## src/rtl/seg_scan_pkg.sv

```systemverilog
// Shared types and constants for the four-digit multiplexed display scanner.
package seg_scan_pkg;

  localparam int unsigned NUM_DIGITS = 4;
  localparam int unsigned NIB_W      = 4;
  localparam int unsigned IDX_W      = 2;
  localparam int unsigned VALUE_W    = NUM_DIGITS * NIB_W;

  localparam logic [NIB_W-1:0]      BLANK_CODE = 4'hF;
  localparam logic [NUM_DIGITS-1:0] ALL_OFF    = 4'b1111;

  typedef enum logic {
    ST_GAP  = 1'b0,
    ST_SLOT = 1'b1
  } scan_state_t;

  typedef struct packed {
    logic [NUM_DIGITS-1:0] digit_en;
    logic [NIB_W-1:0]      data;
    logic                  frame_start;
  } scan_out_t;

  localparam scan_out_t OUT_IDLE = '{digit_en: ALL_OFF, data: BLANK_CODE, frame_start: 1'b0};

  // Bit k set when digit k and every digit above it are zero; digit 0 never flagged.
  function automatic logic [NUM_DIGITS-1:0] lead_zero_mask(input logic [VALUE_W-1:0] v);
    logic upper_zero;
    lead_zero_mask = '0;
    upper_zero     = 1'b1;
    for (int k = int'(NUM_DIGITS) - 1; k > 0; k--) begin
      upper_zero        = upper_zero & (v[k*NIB_W +: NIB_W] == '0);
      lead_zero_mask[k] = upper_zero;
    end
  endfunction

endpackage

```

## src/rtl/seg_scan_timer.sv

```systemverilog
// Phase timer: counts elapsed cycles in the current GAP or SLOT phase and flags its last cycle.
module seg_scan_timer #(
  parameter int unsigned CLK_DIV    = 50000,
  parameter int unsigned GAP_CYCLES = 16
) (
  input  logic clk,
  input  logic reset_n,
  input  logic i_in_slot,
  output logic o_slot_done_c,
  output logic o_gap_done_c
);

  localparam int unsigned MAX_LEN = (CLK_DIV > GAP_CYCLES) ? CLK_DIV : GAP_CYCLES;
  localparam int unsigned CNT_W   = $clog2(MAX_LEN);

  logic [CNT_W-1:0] r_cnt;
  logic             w_done;

  assign o_slot_done_c = i_in_slot  && (r_cnt == CNT_W'(CLK_DIV - 1));
  assign o_gap_done_c  = !i_in_slot && (r_cnt == CNT_W'(GAP_CYCLES - 1));
  assign w_done        = o_slot_done_c | o_gap_done_c;

  // Counter restarts at zero on every phase change, so each phase starts fresh.
  always_ff @(posedge clk or negedge reset_n) begin
    if (!reset_n) begin
      r_cnt <= '0;
    end else if (w_done) begin
      r_cnt <= '0;
    end else begin
      r_cnt <= r_cnt + CNT_W'(1);
    end
  end

endmodule

```

## src/rtl/seg_scan_mux.sv

```systemverilog
// Four-digit time-multiplexed display scanner with anti-ghosting gaps between slots.
// Optional leading-zero blanking is compiled in with SEG_SCAN_LZB_EN.
module seg_scan_mux
  import seg_scan_pkg::*;
#(
  parameter int unsigned CLK_DIV    = 50000,
  parameter int unsigned GAP_CYCLES = 16
) (
  input  logic                  clk,
  input  logic                  reset_n,
  input  logic [VALUE_W-1:0]    value,
  input  logic                  load,
  input  logic                  blank_lead,
  output logic [NIB_W-1:0]      data,
  output logic [NUM_DIGITS-1:0] digit_en,
  output logic                  frame_start
);

  scan_state_t        r_state, w_state_nxt;
  logic [IDX_W-1:0]   r_idx, w_idx_nxt, w_scan_idx;
  logic [VALUE_W-1:0] r_shadow, w_shadow_nxt;
  scan_out_t          r_out, w_out_nxt;
  logic [NIB_W-1:0]   w_nibble, w_slot_data;
  logic               w_slot_done, w_gap_done;

  seg_scan_timer #(
    .CLK_DIV    (CLK_DIV),
    .GAP_CYCLES (GAP_CYCLES)
  ) u_timer (
    .clk           (clk),
    .reset_n       (reset_n),
    .i_in_slot     (r_state == ST_SLOT),
    .o_slot_done_c (w_slot_done),
    .o_gap_done_c  (w_gap_done)
  );

  // A load coinciding with slot entry must be visible in that slot.
  assign w_shadow_nxt = load ? value : r_shadow;
  assign w_scan_idx   = r_idx + IDX_W'(1);
  assign w_nibble     = w_shadow_nxt[w_scan_idx*NIB_W +: NIB_W];

`ifdef SEG_SCAN_LZB_EN
  logic [NUM_DIGITS-1:0] w_lz_mask;
  assign w_lz_mask   = lead_zero_mask(w_shadow_nxt);
  assign w_slot_data = (blank_lead && w_lz_mask[w_scan_idx]) ? BLANK_CODE : w_nibble;
`else
  logic w_unused_blank_lead;
  assign w_unused_blank_lead = blank_lead;
  assign w_slot_data         = w_nibble;
`endif

  always_comb begin
    w_state_nxt           = r_state;
    w_idx_nxt             = r_idx;
    w_out_nxt             = r_out;
    w_out_nxt.frame_start = 1'b0;
    case (r_state)
      ST_GAP: begin
        if (w_gap_done) begin
          w_state_nxt           = ST_SLOT;
          w_idx_nxt             = w_scan_idx;
          w_out_nxt.digit_en    = ~(NUM_DIGITS'(1) << w_scan_idx);
          w_out_nxt.data        = w_slot_data;
          w_out_nxt.frame_start = (w_scan_idx == '0);
        end
      end
      ST_SLOT: begin
        if (w_slot_done) begin
          w_state_nxt = ST_GAP;
          w_out_nxt   = OUT_IDLE;
        end
      end
      default: begin
        w_state_nxt = ST_GAP;
        w_out_nxt   = OUT_IDLE;
      end
    endcase
  end

  // idx resets to 3 so the first slot after reset is digit 0.
  always_ff @(posedge clk or negedge reset_n) begin
    if (!reset_n) begin
      r_state  <= ST_GAP;
      r_idx    <= IDX_W'(NUM_DIGITS - 1);
      r_shadow <= '0;
      r_out    <= OUT_IDLE;
    end else begin
      r_state  <= w_state_nxt;
      r_idx    <= w_idx_nxt;
      r_shadow <= w_shadow_nxt;
      r_out    <= w_out_nxt;
    end
  end

  assign data        = r_out.data;
  assign digit_en    = r_out.digit_en;
  assign frame_start = r_out.frame_start;

endmodule

```

## config.mk

```make
export PLATFORM = sky130hd
export DESIGN_NAME = seg_scan_mux
export DESIGN_NICKNAME = d
export VERILOG_FILES = /design/src/rtl/seg_scan_pkg.sv /design/src/rtl/seg_scan_timer.sv /design/src/rtl/seg_scan_mux.sv
export SDC_FILE = /design/constraint.sdc
export NUM_CORES = 1
export LEC_CHECK = 0
export CAP_MARGIN = 20
export CORE_MARGIN = 4
export CORE_UTILIZATION = 53
export DETAILED_ROUTE_END_ITERATION = 16
export PLACE_DENSITY = 0.8
export SLEW_MARGIN = 20
export SYNTH_ARGS = -nofsm -noshare
export SYNTH_HDL_FRONTEND = slang
export SYNTH_SLANG_ARGS = --single-unit
```

## constraint.sdc

```tcl
create_clock -name clk -period 2.3 [get_ports clk]
set_input_delay 0.46 -clock clk [delete_from_list [all_inputs] [get_ports clk]]
set_output_delay 0.46 -clock clk [all_outputs]
set_load 0.005 [all_outputs]
```

==> results_dict.tcl <==
set metrics [dict create \
    status "finished clean" \
    grt_max_degree 41 \
    place_ws_ps 252 \
    cap_violations 0 \
    area_delta_synth_final_pct 20.2 \
    row_count 22 \
    synth-edff-count 0 \
    cp_max_fo 6 \
    criticalPathCategory "reg2reg" \
    clockBufferDepth 2 \
    async_flop_share 1.00 \
    crit_buf_inv 2 \
    dp_hpwl_um 2580 \
    period_share 0.844 \
    drt_iter0_drc 95 \
    rsz0062_at_grt "false" \
    cts-root-buf "clkbuf_8" \
    yosysSeqAreaShare 0.549 \
    synth_top_cell_area_share 0.419 \
    clock-sinks 44 \
    synth_compound_area_frac 0.0586 \
    crit_path_start_kind "flip-flop" \
    drv_slew 0 \
    worst_slack_ps 360 \
    critPathCaptureType "flip-flop" \
    grt_first_pass_wirelength_um 6380 \
    grt_pass1_vias 1360 \
    place_congestion 0.851 \
    synth_area_um2 2030 \
    portBuffers 27 \
    layout_common_cells "dfrtp_1, clkdlybuf4s50_1, mux2_2, nor2_1, dfstp_2" \
    power_mw 1.44 \
    clock_skew_ps 3.61 \
    yosysWarnings 0 \
    ant_nets 0 \
    synthMuxAreaShare 0.155 \
    tightest_slew_ps 864 \
    cp.arrival_ps 2150 \
    finish.utilization 0.661 \
    cts_htree_levels 2 \
    synthAdderAreaFrac 0.0308 \
    powerDensity_nw_per_um2 592 \
    grt_antenna_before_repair 0 \
    synth_top_family_by_area "multiplexers" \
    cpPeakStageDelay_ps 550 \
    synth_nets 183 \
    drcViolationCount 0 \
    grt.total_usage 0.162 \
    via_count 1271 \
    clock_latency_ps 280 \
    wl_um 3600 \
    netlist.top_cell.by_area "dfrtp_1" \
    detail_route.wl_per_cell_um 15.0 \
    required_ps 2510 \
    dieArea_um2 4880 \
    start_util 0.550 \
    relSlewSlack 0.424 \
    path_cells "clkinv_1 > ha_1 > inv_1 > mux2i_1 > mux2_2 > a2bb2oi_1" \
    synth-simple-area-share 0.121 \
    p_leak_nw 1.06 \
    cts-resized-gates 0 \
    hold_buffers 0 \
    irDropWorstVdd_v 0.000462 \
    clk_pin_slew_ps 80 \
    diodes 0 \
    ys_top_cells_by_area "dfrtp_1, dfstp_2, mux2_2" \
    cp_slowest_cell "dfstp_2" \
    synth-xor-area-share 0.0605 \
    drive_gt1_frac 0.266 \
    die_h_um 69.9 \
    finalNetCount 216 \
    syn_avg_cell_area_um2 12.8 \
    syn_inst 158 \
    drt_pass1_iterations 4 \
    hold_viol_final 0 \
    gr-total-overflow 0 \
    cts_buffers 5 \
    critical_path.top_delay_family "flip-flops" \
    setup_viol 0 \
    io_pins 29 \
    cts_tree "built" \
    postCtsSetupRepairBufs 0 \
    worstHoldPathType "in2async" \
    final_common_cell "dfrtp_1" \
    synth-seq-cells 44 \
    core_area_um2 3690 \
    post-route-min-period_ps 1940 \
    ys.flop_type "dfrtp_1" \
    max_freq_mhz 515 \
    drt-vias-per-instance 5.30 \
    finalSetupTns_ps 0 \
    ys_types 35 \
    chipWidth_um 69.9 \
]
## metrics by stage
stage | area, um2 | cells | hold slack, ps
3_5_place_dp | 2350 | 232 | 458
2_1_floorplan | 2030 | 158 | 164
4_1_cts | 2440 | 240 | 313
3_3_place_gp | 2350 | 232 | 444
6_report | 2440 | 240 | 286
5_1_grt | 2440 | 240 | 374
## cell families after synthesis
family	count (synthesis)
flip-flops	44
AND/OR/NAND/NOR	44
AO/OA/AOI/OAI	12
multiplexers	29
adder cells (fa/ha/maj)	5
buffers and inverters	10
XOR/XNOR	14
## cells in the mapped netlist, types with 2 or more instances
library cell,instances
nor2_1,13
nand4_1,3
xnor2_1,5
mux2i_1,9
nor3_1,3
nor4_1,4
or3_4,2
ha_1,5
nand3_1,6
mux2_2,20
xor2_1,9
inv_1,5
nand2_1,4
dfrtp_1,34
dfstp_2,10
a2bb2oi_2,2
a2bb2oi_1,6
## final timing paths
kind,from,to,slack (ps),cells after the start
setup / recovery,r_idx[0]$_DFFE_PN1P_,data[2]$_DFFE_PN1P_,360,6
hold / removal,reset_n,r_shadow[3]$_DFF_PN0_,290,1
setup reg to reg,r_idx[0]$_DFFE_PN1P_,data[2]$_DFFE_PN1P_,360,6
hold reg to reg,u_timer.r_cnt[0]$_DFF_PN0_,u_timer.r_cnt[0]$_DFF_PN0_,460,1
max in group asynchronous,reset_n,digit_en[0]$_DFFE_PN1P_,1330,2
min in group clk,u_timer.r_cnt[0]$_DFF_PN0_,u_timer.r_cnt[0]$_DFF_PN0_,460,1
## layout make-up
cell class,count,area [um2]
fill,286,1250
sequential,44,1110
multi-input combinational,104,865
timing repair buffer,30,288
clock buffer,8,90.1
tap,48,60.1
inverter,6,22.5
## state kept, by name, summed over array words and instances (netlist names)
register and cells:
r_idx 2, data 4, digit_en 4, r_shadow 16, r_state 1, frame_start 1
u_timer.r_cnt 16
## per-layer routing
layer,track usage,share of wire,vias up
li1,-,-,620
met1,0.228,0.50,617
met3,0.0388,0.037,2
met5,0,0,-
met2,0.251,0.46,32
met4,0.0489,0.0064,0
## power by group
group          switching [mW]  total, mW  internal, mW  leakage [nW]
logic                  0.0499      0.131        0.0810         0.483
clock network           0.241      0.486         0.245        0.0455
registers              0.0120      0.826         0.814         0.529
total                   0.303       1.44          1.14          1.06
Power figures use the tool's default switching activity.
